## config.mk

```make
export PLATFORM = sky130hd
export DESIGN_NAME = multiplicador
export DESIGN_NICKNAME = d
export VERILOG_FILES = /design/src/rtl/multiplicador.sv
export SDC_FILE = /design/constraint.sdc
export NUM_CORES = 1
export LEC_CHECK = 0
export CAP_MARGIN = 5
export CORE_ASPECT_RATIO = 1.4
export CORE_MARGIN = 5
export CORE_UTILIZATION = 34
export CTS_BUF_LIST = sky130_fd_sc_hd__clkbuf_2 sky130_fd_sc_hd__clkbuf_4 sky130_fd_sc_hd__clkbuf_8
export CTS_CLUSTER_SIZE = 20
export DETAILED_ROUTE_END_ITERATION = 7
export PLACE_DENSITY = 0.6
export SYNTH_ARGS = -nofsm -noshare
export SYNTH_HDL_FRONTEND = slang
export SYNTH_SLANG_ARGS = --single-unit
export TNS_END_PERCENT = 5
```

## constraint.sdc

```tcl
create_clock -name clk -period 6.35 [get_ports clk]
set_input_delay 0.635 -clock clk [delete_from_list [all_inputs] [get_ports clk]]
set_output_delay 0.635 -clock clk [all_outputs]
set_load 0.05 [all_outputs]
```

## src/rtl/multiplicador.sv

```systemverilog
// multiplicador: price calculator for the scale datapath.
// Multiplies a weight in grams by a unit price in cents/kg with a
// sequential shift-add multiplier, then divides by 1000 (restoring
// division, rounded half-up) to produce the final price in cents.
//
// Ports:
//   clk           system clock, rising edge
//   rst_n         asynchronous active-low reset
//   start         one-cycle compute request, honoured only in IDLE
//   weightInGrams unsigned weight, grams (12 bits)
//   centimos      unsigned unit price, cents per kg (12 bits)
//   precotara     registered raw product weightInGrams*centimos (26 bits)
//   precof        registered rounded price in cents (19 bits)
//   busy          high while a computation is in progress
//   done          one-cycle pulse when precotara/precof are updated
//
// state | meaning
// ------+---------------------------------------------------------
// IDLE  | waiting for start; operands latched on acceptance
// MUL   | 12 shift-add iterations, multiplier LSB first
// ROUND | load dividend = product + 500 (half-up rounding)
// DIV   | 26 restoring-division steps by 1000, quotient MSB first
// DONE  | publish results, pulse done, return to IDLE

module multiplicador (
    input  logic        clk,
    input  logic        rst_n,
    input  logic        start,
    input  logic [11:0] weightInGrams,
    input  logic [11:0] centimos,
    output logic [25:0] precotara,
    output logic [18:0] precof,
    output logic        busy,
    output logic        done
);

    localparam logic [2:0] IDLE  = 3'd0;
    localparam logic [2:0] MUL   = 3'd1;
    localparam logic [2:0] ROUND = 3'd2;
    localparam logic [2:0] DIV   = 3'd3;
    localparam logic [2:0] DONE  = 3'd4;

    localparam logic [10:0] DIVISOR = 11'd1000;

    logic [2:0]  state;
    logic [4:0]  cnt;       // down-counter, step ends when it reaches 0
    logic [23:0] mcand;     // multiplicand, shifted left each MUL step
    logic [11:0] mplier;    // multiplier, shifted right each MUL step
    logic [23:0] acc;       // product accumulator, kept for precotara
    logic [25:0] dvd;       // dividend; quotient bits shift in from the right
    logic [9:0]  rem;       // partial remainder, always < 1000

    logic [10:0] rem_sh;
    logic        q_bit;
    logic [10:0] rem_sub;

    always_comb begin
        rem_sh  = {rem, dvd[25]};
        q_bit   = (rem_sh >= DIVISOR);
        rem_sub = rem_sh - DIVISOR;
    end

    always_ff @(posedge clk or negedge rst_n) begin
        if (!rst_n) begin
            state     <= IDLE;
            cnt       <= '0;
            mcand     <= '0;
            mplier    <= '0;
            acc       <= '0;
            dvd       <= '0;
            rem       <= '0;
            precotara <= '0;
            precof    <= '0;
            busy      <= 1'b0;
            done      <= 1'b0;
        end else begin
            done <= 1'b0;
            case (state)
                IDLE: begin
                    if (start) begin
                        mcand  <= {12'd0, weightInGrams};
                        mplier <= centimos;
                        acc    <= '0;
                        cnt    <= 5'd11;
                        busy   <= 1'b1;
                        state  <= MUL;
                    end
                end
                MUL: begin
                    if (mplier[0]) begin
                        acc <= acc + mcand;
                    end
                    mcand  <= mcand << 1;
                    mplier <= mplier >> 1;
                    if (cnt == 5'd0) begin
                        state <= ROUND;
                    end else begin
                        cnt <= cnt - 5'd1;
                    end
                end
                ROUND: begin
                    // Max 16769025 + 500 still fits in 26 bits.
                    dvd   <= {2'b00, acc} + 26'd500;
                    rem   <= '0;
                    cnt   <= 5'd25;
                    state <= DIV;
                end
                DIV: begin
                    // rem_sub < 1000 whenever it is kept, so 10 bits suffice.
                    rem <= q_bit ? rem_sub[9:0] : rem_sh[9:0];
                    dvd <= {dvd[24:0], q_bit};
                    if (cnt == 5'd0) begin
                        state <= DONE;
                    end else begin
                        cnt <= cnt - 5'd1;
                    end
                end
                DONE: begin
                    precotara <= {2'b00, acc};
                    precof    <= dvd[18:0];
                    done      <= 1'b1;
                    busy      <= 1'b0;
                    state     <= IDLE;
                end
                default: begin
                    state <= IDLE;
                    busy  <= 1'b0;
                end
            endcase
        end
    end

endmodule

```

==> metrics.txt, run 1 <==
outcome=complete, no violations; number of global-route vias before repair=5966; DR WL/cell=15.7 um; Tcrit/Tclk final=42.6%; FILL cells=2259; Worst-Margin Slew=1060 ps; P&R area growth vs syn=16.9%; initial antenna violation count=0; VDD IR max=between 0.15 and 0.2 mV; critical setup path kind=reg -> reg; CTS Buf Count=17; sequence of cells on the critical path=ha_1 > fa_1 > a21oi_1 > o21ai_1 > a221oi_4 > o21a_1 > a31oi_1 > o311a_1; top-count cell post-synth=dfrtp_1; Iteration-0 DRC Markers=326; Setup TNS Final=0 ps; fin util=between 30% and 40%; Slew headroom=29.2%; ratio of cells with drive above 1 in the final layout=12.0%; core area=0.0230 mm^2; Mapped Avg Cell Area=about 9.9 um^2; async set or reset register ratio after synthesis=100%; share of the synthesized area in the top cell type=47.4%; vias=just over 6k; crit end category=register; register area share after synthesis=47.4%; Max-Cap Viols=0; pin count of the biggest net entering global routing=84; Die Y=190 um; synth top area cells=dfrtp_1 (47%), mux2_2 (6.2%), o21ai_0 (4.3%); P_leak=roughly 3.9 nW; Starting Density=34.2%; routability cong.=between 0.8 and 0.9; clock latency on the worst-skew pair=460 ps; final setup fails=0; Distinct cells, synth=70; Post-Syn Area=roughly 0.008 mm^2; fmax=0.370 GHz; placed inst area=0.00882 mm^2; Reg clk slew, reported paths=80 ps; H-tree Lvls=4; # DRC=0; FF+latch count, synth=149; TritonCTS clock tree=yes; fin area=0.00920 mm^2; reg-to-reg slack, setup=3640 ps; Die W=~140 um; Min Hold Slack=233 ps; Post-synth EDFFs=0; Cells after Synth=~800; IO Pins=74; Arr. time, crit path=3050 ps; clock skew=12.0 ps; min cycle time layout=2710 ps; RSZ-0062 raised after global routing=false; Post-synth top cells=dfrtp_1 (149), nor2_1 (85), nand2_1 (69), o21ai_0 (68), mux2_2 (43); first-pass GRT wire length=30300 um; DRT Wirelength=roughly 18000 um; diode count=0; DRT antenna net count=0; FP Rows=66; crit-path leading delay family=compound AO/OA/AOI/OAI gates; final slew viol count=0; setup bufs post-CTS=0; HP Class=in -> async; post-CTS resize count=0; clock root cell=clkbuf_8; ys flop type=dfrtp_1; die area=between 0.02 and 0.03 mm^2; YS warnings=0; port buffer count=71; GRT Overall Usage=between 10% and 20%; worst-path cell with the longest stage delay=dfrtp_1; CTS Buffer Depth=2; slowest cell delay on critical path=440 ps; startpoint types=register; Design Power=0.00473 W; leading area contributor after synthesis=dfrtp_1; hold_buf cts=0; # nets final=904; dpl hpwl=13000 um; drt pass-1 iters=5; Vias/cell=5.18; power density over cell area=514 mW/mm^2; Sink Count=149; Buf+Inv Stages, Crit Path=0; Overflow after GRT=0; final hold violations=0; CP Max Fanout=6; Req. time, crit path=6700 ps
[registers in the layout (all words and copies together) (netlist names)]
register	cells
dvd	26
acc	24
mcand	24
precotara	24
precof	19
mplier	12
rem	10
cnt	5
state	3
busy	1
done	1
[per-layer routing]
layer,global-route usage (%),routed length [um]
met1,17.3,8240
met2,24.3,9160
met3,3.07,592
met4,4.87,285
met5,0,0
[path summary, 6_finish.rpt]
| check | start | to | cells past startpoint |
|---|---|---|---|
| min | rst_n | mcand[20]$_DFFE_PN0P_ | 1 |
| max in group asynchronous | rst_n | dvd[10]$_DFFE_PN0P_ | 2 |
| min in group clk | dvd[19]$_DFFE_PN0P_ | dvd[19]$_DFFE_PN0P_ | 2 |
| max | mcand[0]$_DFFE_PN0P_ | acc[22]$_DFFE_PN0P_ | 8 |
| min reg2reg | dvd[19]$_DFFE_PN0P_ | dvd[19]$_DFFE_PN0P_ | 2 |
| max reg2reg | mcand[0]$_DFFE_PN0P_ | acc[22]$_DFFE_PN0P_ | 8 |
[metrics by stage]
stage	setup slack, ps	cells
after global routing	3460	1167
after global placement	3420	1136
after floorplan	3980	798
after detailed placement	3400	1136
final	3640	1167
after CTS	3620	1167
[power by group]
part           switching [W]  leakage [nW]  internal [W]
registers           0.000372          1.91       0.00127
logic                0.00139          1.78      0.000966
clock network       0.000365         0.176      0.000360
total                0.00213          3.87       0.00260
[cells by family (layout without fill, tap and decap cells)]
kind of cell / count (synthesis) / in the layout / synth area share (%)
simple gates: 261 / 261 / 16.2
buf+inv: 62 / 125 / 3.43
flops: 149 / 149 / 47.4
mux: 47 / 47 / 6.66
compound gates: 210 / 210 / 17.4
xor+xnor: 39 / 39 / 4.34
other cells: 1 / 2 / 0.0476
fa+ha+maj: 28 / 28 / 4.55
[area by class of cell]
type | instances | area (um^2) | share of cell area (%)
clock buffer | 19 | 255 | 2.77
clock inverter | 12 | 131 | 1.43
inverter | 16 | 60.1 | 0.653
multi-input combinational | 587 | 3880 | 42.2
sequential | 149 | 3730 | 40.5
tap | 306 | 383 | 4.16
timing repair buffer | 78 | 764 | 8.31
[cells in the final DEF (no fill, tap or decap), drive strengths merged, types with 8 or more instances in the layout]
cell,count
xor2,13
o211ai,11
nand3,39
nand2,70
inv,16
nor2,86
clkdlybuf4s50,70
a22o,15
ha,27
o22ai,25
a21oi,36
o31ai,9
clkbuf,19
mux2,43
buf,8
a211oi,9
xnor2,26
o21ai,72
dfrtp,149
nor3,17
No activity file was read; power rests on OpenSTA's default activity.
==> inputs of run 2 (changes only) <==
==> constraint.sdc (replaced) <==
create_clock -name clk -period 2.6 [get_ports clk]
set_input_delay 0.26 -clock clk [delete_from_list [all_inputs] [get_ports clk]]
set_output_delay 0.26 -clock clk [all_outputs]
set_load 0.05 [all_outputs]
==> metrics.txt, run 2 (synthesized netlist as in run 1, its figures left out) <==
Slew headroom=37.2% (was 29.2%); FP Rows=66 (unchanged); min cycle time layout=2540 ps (was 2710 ps); Design Power=0.0121 W (was 0.00473 W); max FFs per register=26 (unchanged); NetSw=0.00530 W (was 0.00213 W); crit end category=register (unchanged); GRT Overall Usage=14.6% (was 14.0%); Buf+Inv Stages, Crit Path=1 (was 0); P&R area growth vs syn=21.2% (was 16.9%); Vias/cell=5.08 (was 5.18); RSZ-0062 raised after global routing=true (was false); fin area=0.00954 mm^2 (was 0.00920 mm^2); Iteration-0 DRC Markers=351 (was 326); Req. time, crit path=2930 ps (was 6700 ps); VDD IR max=0.417 mV (was 0.195 mV); sequence of cells on the critical path=ha_1 > fa_1 > a21oi_2 > o21ai_2 > a221oi_4 > buf_4 > o21a_1 > a31oi_1 > o311a_1 (was ha_1 > fa_1 > a21oi_1 > o21ai_1 > a221oi_4 > o21a_1 > a31oi_1 > o311a_1); final slew viol count=0 (unchanged); # nets final=938 (was 904); pin count of the biggest net entering global routing=66 (was 84); Sw Share=43.8% (was 45.1%); Starting Density=34.2% (unchanged); Max-Cap Viols=0 (unchanged); clock latency on the worst-skew pair=460 ps (about the same); first-pass GRT wire length=31500 um (was 30300 um); final std cells w/o fill=1202 (was 1167); outcome=complete, no violations (unchanged); Arr. time, crit path=2860 ps (was 3050 ps); Clk network pwr share=15.6% (was 15.3%); IO Pins=74 (unchanged); DRT Wirelength=18500 um (was 18300 um); reg2reg end=acc[22]$_DFFE_PN0P_ (unchanged); worst-path cell with the longest stage delay=fa_1 (was dfrtp_1); power share of the combinational group=52.8% (was 49.9%); fin util=41.4% (was 39.9%); ratio of cells with drive above 1 in the final layout=15.6% (was 12.0%); Die W=139 um (unchanged); routability cong.=0.875 (was 0.810); diode count=0 (unchanged); core area=0.0230 mm^2 (unchanged); most common cell after layout, fill and taps aside=dfrtp_1 (unchanged); die area=0.0263 mm^2 (unchanged); drt pass-1 iters=4 (was 5); final hold violations=0 (unchanged); Worst-Margin Slew=939 ps (was 1060 ps); crit-path leading delay family=compound AO/OA/AOI/OAI gates (unchanged); vias=6107 (was 6050); # DRC=0 (unchanged); startpoint types=register (unchanged); TritonCTS clock tree=yes (unchanged); P_leak=4.09 nW (was 3.87 nW); CTS Buffer Depth=2 (unchanged); DR WL/cell=15.4 um (was 15.7 um); HP Class=in -> async (unchanged); Overflow after GRT=0 (unchanged); clock skew=18.4 ps (was 12.0 ps); most frequent cells in the layout=dfrtp_1 (149), nor2_1 (84), clkdlybuf4s50_1 (70) (was dfrtp_1 (149), nor2_1 (85), clkdlybuf4s50_1 (70)); Min Hold Slack=358 ps (was 233 ps); CTS Buf Count=17 (unchanged); critical setup path kind=reg -> reg (unchanged); H-tree Lvls=4 (unchanged); port buffer count=71 (unchanged); dpl hpwl=13800 um (was 13000 um); fmax=0.394 GHz (was 0.370 GHz); reg-to-reg slack, setup=60 ps (was 3640 ps); final setup fails=0 (unchanged); clock root cell=clkbuf_8 (unchanged); slowest cell delay on critical path=410 ps (was 440 ps); Reg clk slew, reported paths=80 ps (about the same); Tcrit/Tclk final=97.5% (was 42.6%); FILL cells=2292 (was 2259); CP Max Fanout=6 (unchanged); power density over cell area=1270 mW/mm^2 (was 514 mW/mm^2); internal power=0.00680 W (was 0.00260 W); placed inst area=0.00910 mm^2 (was 0.00882 mm^2); Crit Reg-Reg Startpoint=mcand[0]$_DFFE_PN0P_ (unchanged); Die Y=190 um (unchanged); Sink Count=149 (unchanged); number of global-route vias before repair=6213 (was 5966); initial antenna violation count=0 (unchanged); Biggest register=dvd (unchanged); DRT antenna net count=0 (unchanged); setup bufs post-CTS=0 (unchanged); Inst Count DP=1169 (was 1136); Seq pwr share=31.6% (was 34.8%); R2R cell count=9 (was 8)
run 2: cell type report:
class	instances	area [um^2]	area share, %
Clock buffer	20	263	2.76
Clock inverter	12	151	1.59
Inverter	16	60.1	0.630
Multi-Input combinational cell	587	3890	40.8
Sequential cell	149	3730	39.1
Tap cell	306	383	4.01
Timing Repair Buffer	112	1060	11.1
run 2: repair_timing:
item,4_1_cts,5_1_grt
gates resized for setup,0,3
hold buffers,1,0
hold endpoints to repair,62,0
setup endpoints to repair,0,4
run 2: how the worst max path moves through the flow:
stage	start	endpoint	cells past startpoint
3_3_place_gp	mcand[0]$_DFFE_PN0P_	acc[22]$_DFFE_PN0P_	9
6_report	mcand[0]$_DFFE_PN0P_	acc[22]$_DFFE_PN0P_	9
3_5_place_dp	mcand[0]$_DFFE_PN0P_	acc[22]$_DFFE_PN0P_	9
5_1_grt	mcand[0]$_DFFE_PN0P_	acc[22]$_DFFE_PN0P_	9
2_1_floorplan	mcand[0]$_DFFE_PN0P_	acc[22]$_DFFE_PN0P_	8
4_1_cts	mcand[0]$_DFFE_PN0P_	acc[22]$_DFFE_PN0P_	9
run 2: power groups by stage:
stage               combinational (W)  clock [W]  sequential (W)
finish                        0.00639    0.00188         0.00382
global route                  0.00725    0.00206         0.00394
CTS                           0.00642    0.00195         0.00383
detailed placement            0.00640          0         0.00387
global placement              0.00633          0         0.00385
floorplan                     0.00460          0         0.00383
run 2: per-stage QoR:
step | setup TNS, ps | worst slack (ps)
after floorplan | 0 | 234
after global placement | 0 | 103
after detailed placement | 0 | 44.4
after CTS | 0 | 8.24
after global routing | -50.2 | -50.2
final | 0 | 64.3
run 2: metal layers:
metal	global-route usage [%]	vias up	share of wire (%)
li1	-	3051	-
met1	18.6	2944	45
met2	25.0	95	51
met3	2.79	17	2.7
met4	4.79	0	1.5
met5	0	-	0
run 2: worst reg2reg max path, cell delays in order (launching register included):
cell      delay (ps)
dfrtp_1          390
ha_1             240
fa_1             410
a21oi_2          180
o21ai_2          100
a221oi_4         270
buf_4            190
o21a_1           160
a31oi_1          110
o311a_1          350
==> inputs of run 3 (changes only) <==
--- a/config.mk
+++ b/config.mk
@@ -12,7 +12,7 @@
 export CTS_BUF_LIST = sky130_fd_sc_hd__clkbuf_2 sky130_fd_sc_hd__clkbuf_4 sky130_fd_sc_hd__clkbuf_8
 export CTS_CLUSTER_SIZE = 20
 export DETAILED_ROUTE_END_ITERATION = 7
-export PLACE_DENSITY = 0.6
+export PLACE_DENSITY_LB_ADDON = 0.25
 export SYNTH_ARGS = -nofsm -noshare
 export SYNTH_HDL_FRONTEND = slang
 export SYNTH_SLANG_ARGS = --single-unit
==> constraint.sdc (replaced) <==
create_clock -name clk -period 2.1 [get_ports clk]
set_input_delay 0.21 -clock clk [delete_from_list [all_inputs] [get_ports clk]]
set_output_delay 0.21 -clock clk [all_outputs]
set_load 0.05 [all_outputs]
==> metrics.txt, run 3 (synthesized netlist as in run 1, its figures left out) <==
power density over cell area=1630 mW/mm^2 (was 1270 mW/mm^2); RSZ-0062 raised after global routing=true (unchanged); VDD IR max=0.496 mV (was 0.417 mV); most frequent cells in the layout=dfrtp_1 (149), buf_4 (100), nor2_1 (84) (was dfrtp_1 (149), nor2_1 (84), clkdlybuf4s50_1 (70)); P&R area growth vs syn=30.6% (was 21.2%); # DRC=0 (unchanged); final hold violations=0 (unchanged); P_leak=4.47 nW (was 4.09 nW); crit-path leading delay family=compound AO/OA/AOI/OAI gates (unchanged); Buf+Inv Stages, Crit Path=0 (was 1); Setup TNS Final=-700 ps (was 0 ps); clock latency on the worst-skew pair=470 ps (was 460 ps); initial antenna violation count=0 (unchanged); first-pass GRT wire length=32000 um (was 31500 um); Die Y=190 um (unchanged); Tcrit/Tclk final=109% (was 97.5%); final slew viol count=0 (unchanged); PnR worst setup slack=-195 ps (was 64.3 ps); min cycle time layout=2290 ps (was 2540 ps); internal power=0.00977 W (was 0.00680 W); sequence of cells on the critical path=ha_2 > fa_2 > a21oi_2 > o21ai_2 > a221oi_4 > o21a_1 > a31oi_1 > o311a_1 (was ha_1 > fa_1 > a21oi_2 > o21ai_2 > a221oi_4 > buf_4 > o21a_1 > a31oi_1 > o311a_1); worst-path cell with the longest stage delay=dfrtp_1 (was fa_1); slowest cell delay on critical path=390 ps (was 410 ps); GRT Overall Usage=14.9% (was 14.6%); failing checks=negative setup slack; Biggest register=dvd (unchanged); DRT antenna net count=0 (unchanged); die area=0.0263 mm^2 (unchanged); Sw Share=41.5% (was 43.8%); critical setup path kind=reg -> reg (unchanged); Max-Cap Viols=0 (unchanged); Starting Density=34.2% (unchanged); core area=0.0230 mm^2 (unchanged); DRT Wirelength=19400 um (was 18500 um); startpoint types=register (unchanged); CTS Buf Count=17 (unchanged); TritonCTS clock tree=yes (unchanged); Worst-Margin Slew=1110 ps (was 939 ps); HP Class=in -> async (unchanged); Overflow after GRT=0 (unchanged); Slew headroom=26.0% (was 37.2%); FP Rows=66 (unchanged); clock root cell=clkbuf_8 (unchanged); Vias/cell=4.97 (was 5.08); final setup fails=10 (was 0); Reg clk slew, reported paths=90 ps (was 80 ps); Iteration-0 DRC Markers=320 (was 351); drt pass-1 iters=4 (unchanged); power share of the combinational group=56.0% (was 52.8%); Min Hold Slack=302 ps (was 358 ps); Arr. time, crit path=2650 ps (was 2860 ps); CTS Buffer Depth=2 (unchanged); DR WL/cell=15.3 um (was 15.4 um); vias=6301 (was 6107); Die W=139 um (unchanged); port buffer count=71 (unchanged); fmax=0.436 GHz (was 0.394 GHz); outcome=finished with violations (was complete, no violations); H-tree Lvls=4 (unchanged); ratio of cells with drive above 1 in the final layout=22.8% (was 15.6%); pin count of the biggest net entering global routing=60 (was 66); Clk network pwr share=16.2% (was 15.6%); clock skew=14.2 ps (was 18.4 ps); IO Pins=74 (unchanged); number of global-route vias before repair=6247 (was 6213); diode count=0 (unchanged); CP Max Fanout=3 (was 6); NetSw=0.00694 W (was 0.00530 W); max FFs per register=26 (unchanged); crit end category=register (unchanged); # nets final=1006 (was 938); dpl hpwl=14400 um (was 13800 um); most common cell after layout, fill and taps aside=dfrtp_1 (unchanged); Req. time, crit path=2460 ps (was 2930 ps); Seq pwr share=27.7% (was 31.6%); Sink Count=149 (unchanged); routability cong.=0.842 (was 0.875)
==> run 3: cell count changes in the layout (fill, tap and decap cells not counted), sizes merged <==
cell / before / now
bufinv: 3 / 6
clkinvlp: 2 / 3
clkbuf: 20 / 19
clkinv: 6 / 2
buf: 41 / 109
==> run 3: through the flow <==
step	instance area, um^2	instances	total power (W)	util (%)	setup WS, ps
after floorplan	7890	798	0.0105	-	-147
after global placement	9680	1236	0.0137	42.0	-289
after detailed placement	9680	1236	0.0138	42.0	-320
after CTS	10200	1269	0.0167	44.3	-235
after global routing	10300	1269	0.0181	44.6	-311
final	10300	1269	0.0167	44.6	-195
==> run 3: path summary, 6_finish.rpt <==
path	to	slack [ps]	start	cells past startpoint
worst max-delay path	acc[22]$_DFFE_PN0P_	-190	acc[0]$_DFFE_PN0P_	8
worst min-delay path	precof[2]$_DFFE_PN0P_	300	rst_n	2
worst max register to register	acc[22]$_DFFE_PN0P_	-190	acc[0]$_DFFE_PN0P_	8
worst min register to register	dvd[24]$_DFFE_PN0P_	490	dvd[24]$_DFFE_PN0P_	2
max in group asynchronous	dvd[24]$_DFFE_PN0P_	1160	rst_n	3
min in group clk	mplier[4]$_DFFE_PN0P_	330	centimos[4]	3
==> run 3: final cells by class <==
class | count | area [um^2]
clock buffers | 19 | 255
repair buffers | 180 | 1630
well taps | 306 | 383
inverters | 16 | 60.1
fillers | 2175 | 12800
multi-input cells | 587 | 3990
clock inverters | 12 | 225
flip-flops and latches | 149 | 3730
==> run 3: worst register-to-register path: stages (launching register included) <==
cell and delay [ps]:
dfrtp_1 390, ha_2 190, fa_2 350, a21oi_2 180
o21ai_2 100, a221oi_4 360, o21a_1 180, a31oi_1 100
o311a_1 340
==> run 3: metal layers <==
layer	global-route usage, %	wire (um)	vias up
met4	4.71	285	0
li1	-	-	3179
met5	0	0	-
met1	18.7	8770	3022
met3	2.69	543	19
met2	26.1	9800	81
==> run 3: timing repair <==
item | in CTS | in global routing
hold endpoints to repair | 55 | 0
gates resized for setup | 8 | 7
setup endpoints to repair | 14 | 18
buffers inserted | 1 | 0
pin swaps | 3 | 0
hold buffers | 1 | 0
==> run 3: power by group through the flow <==
stage | sequential [W] | clock (W) | combinational [W]
global route | 0.00477 | 0.00290 | 0.0104
detailed placement | 0.00465 | 0 | 0.00915
finish | 0.00463 | 0.00271 | 0.00936
floorplan | 0.00474 | 0 | 0.00572
CTS | 0.00461 | 0.00279 | 0.00932
global placement | 0.00465 | 0 | 0.00908
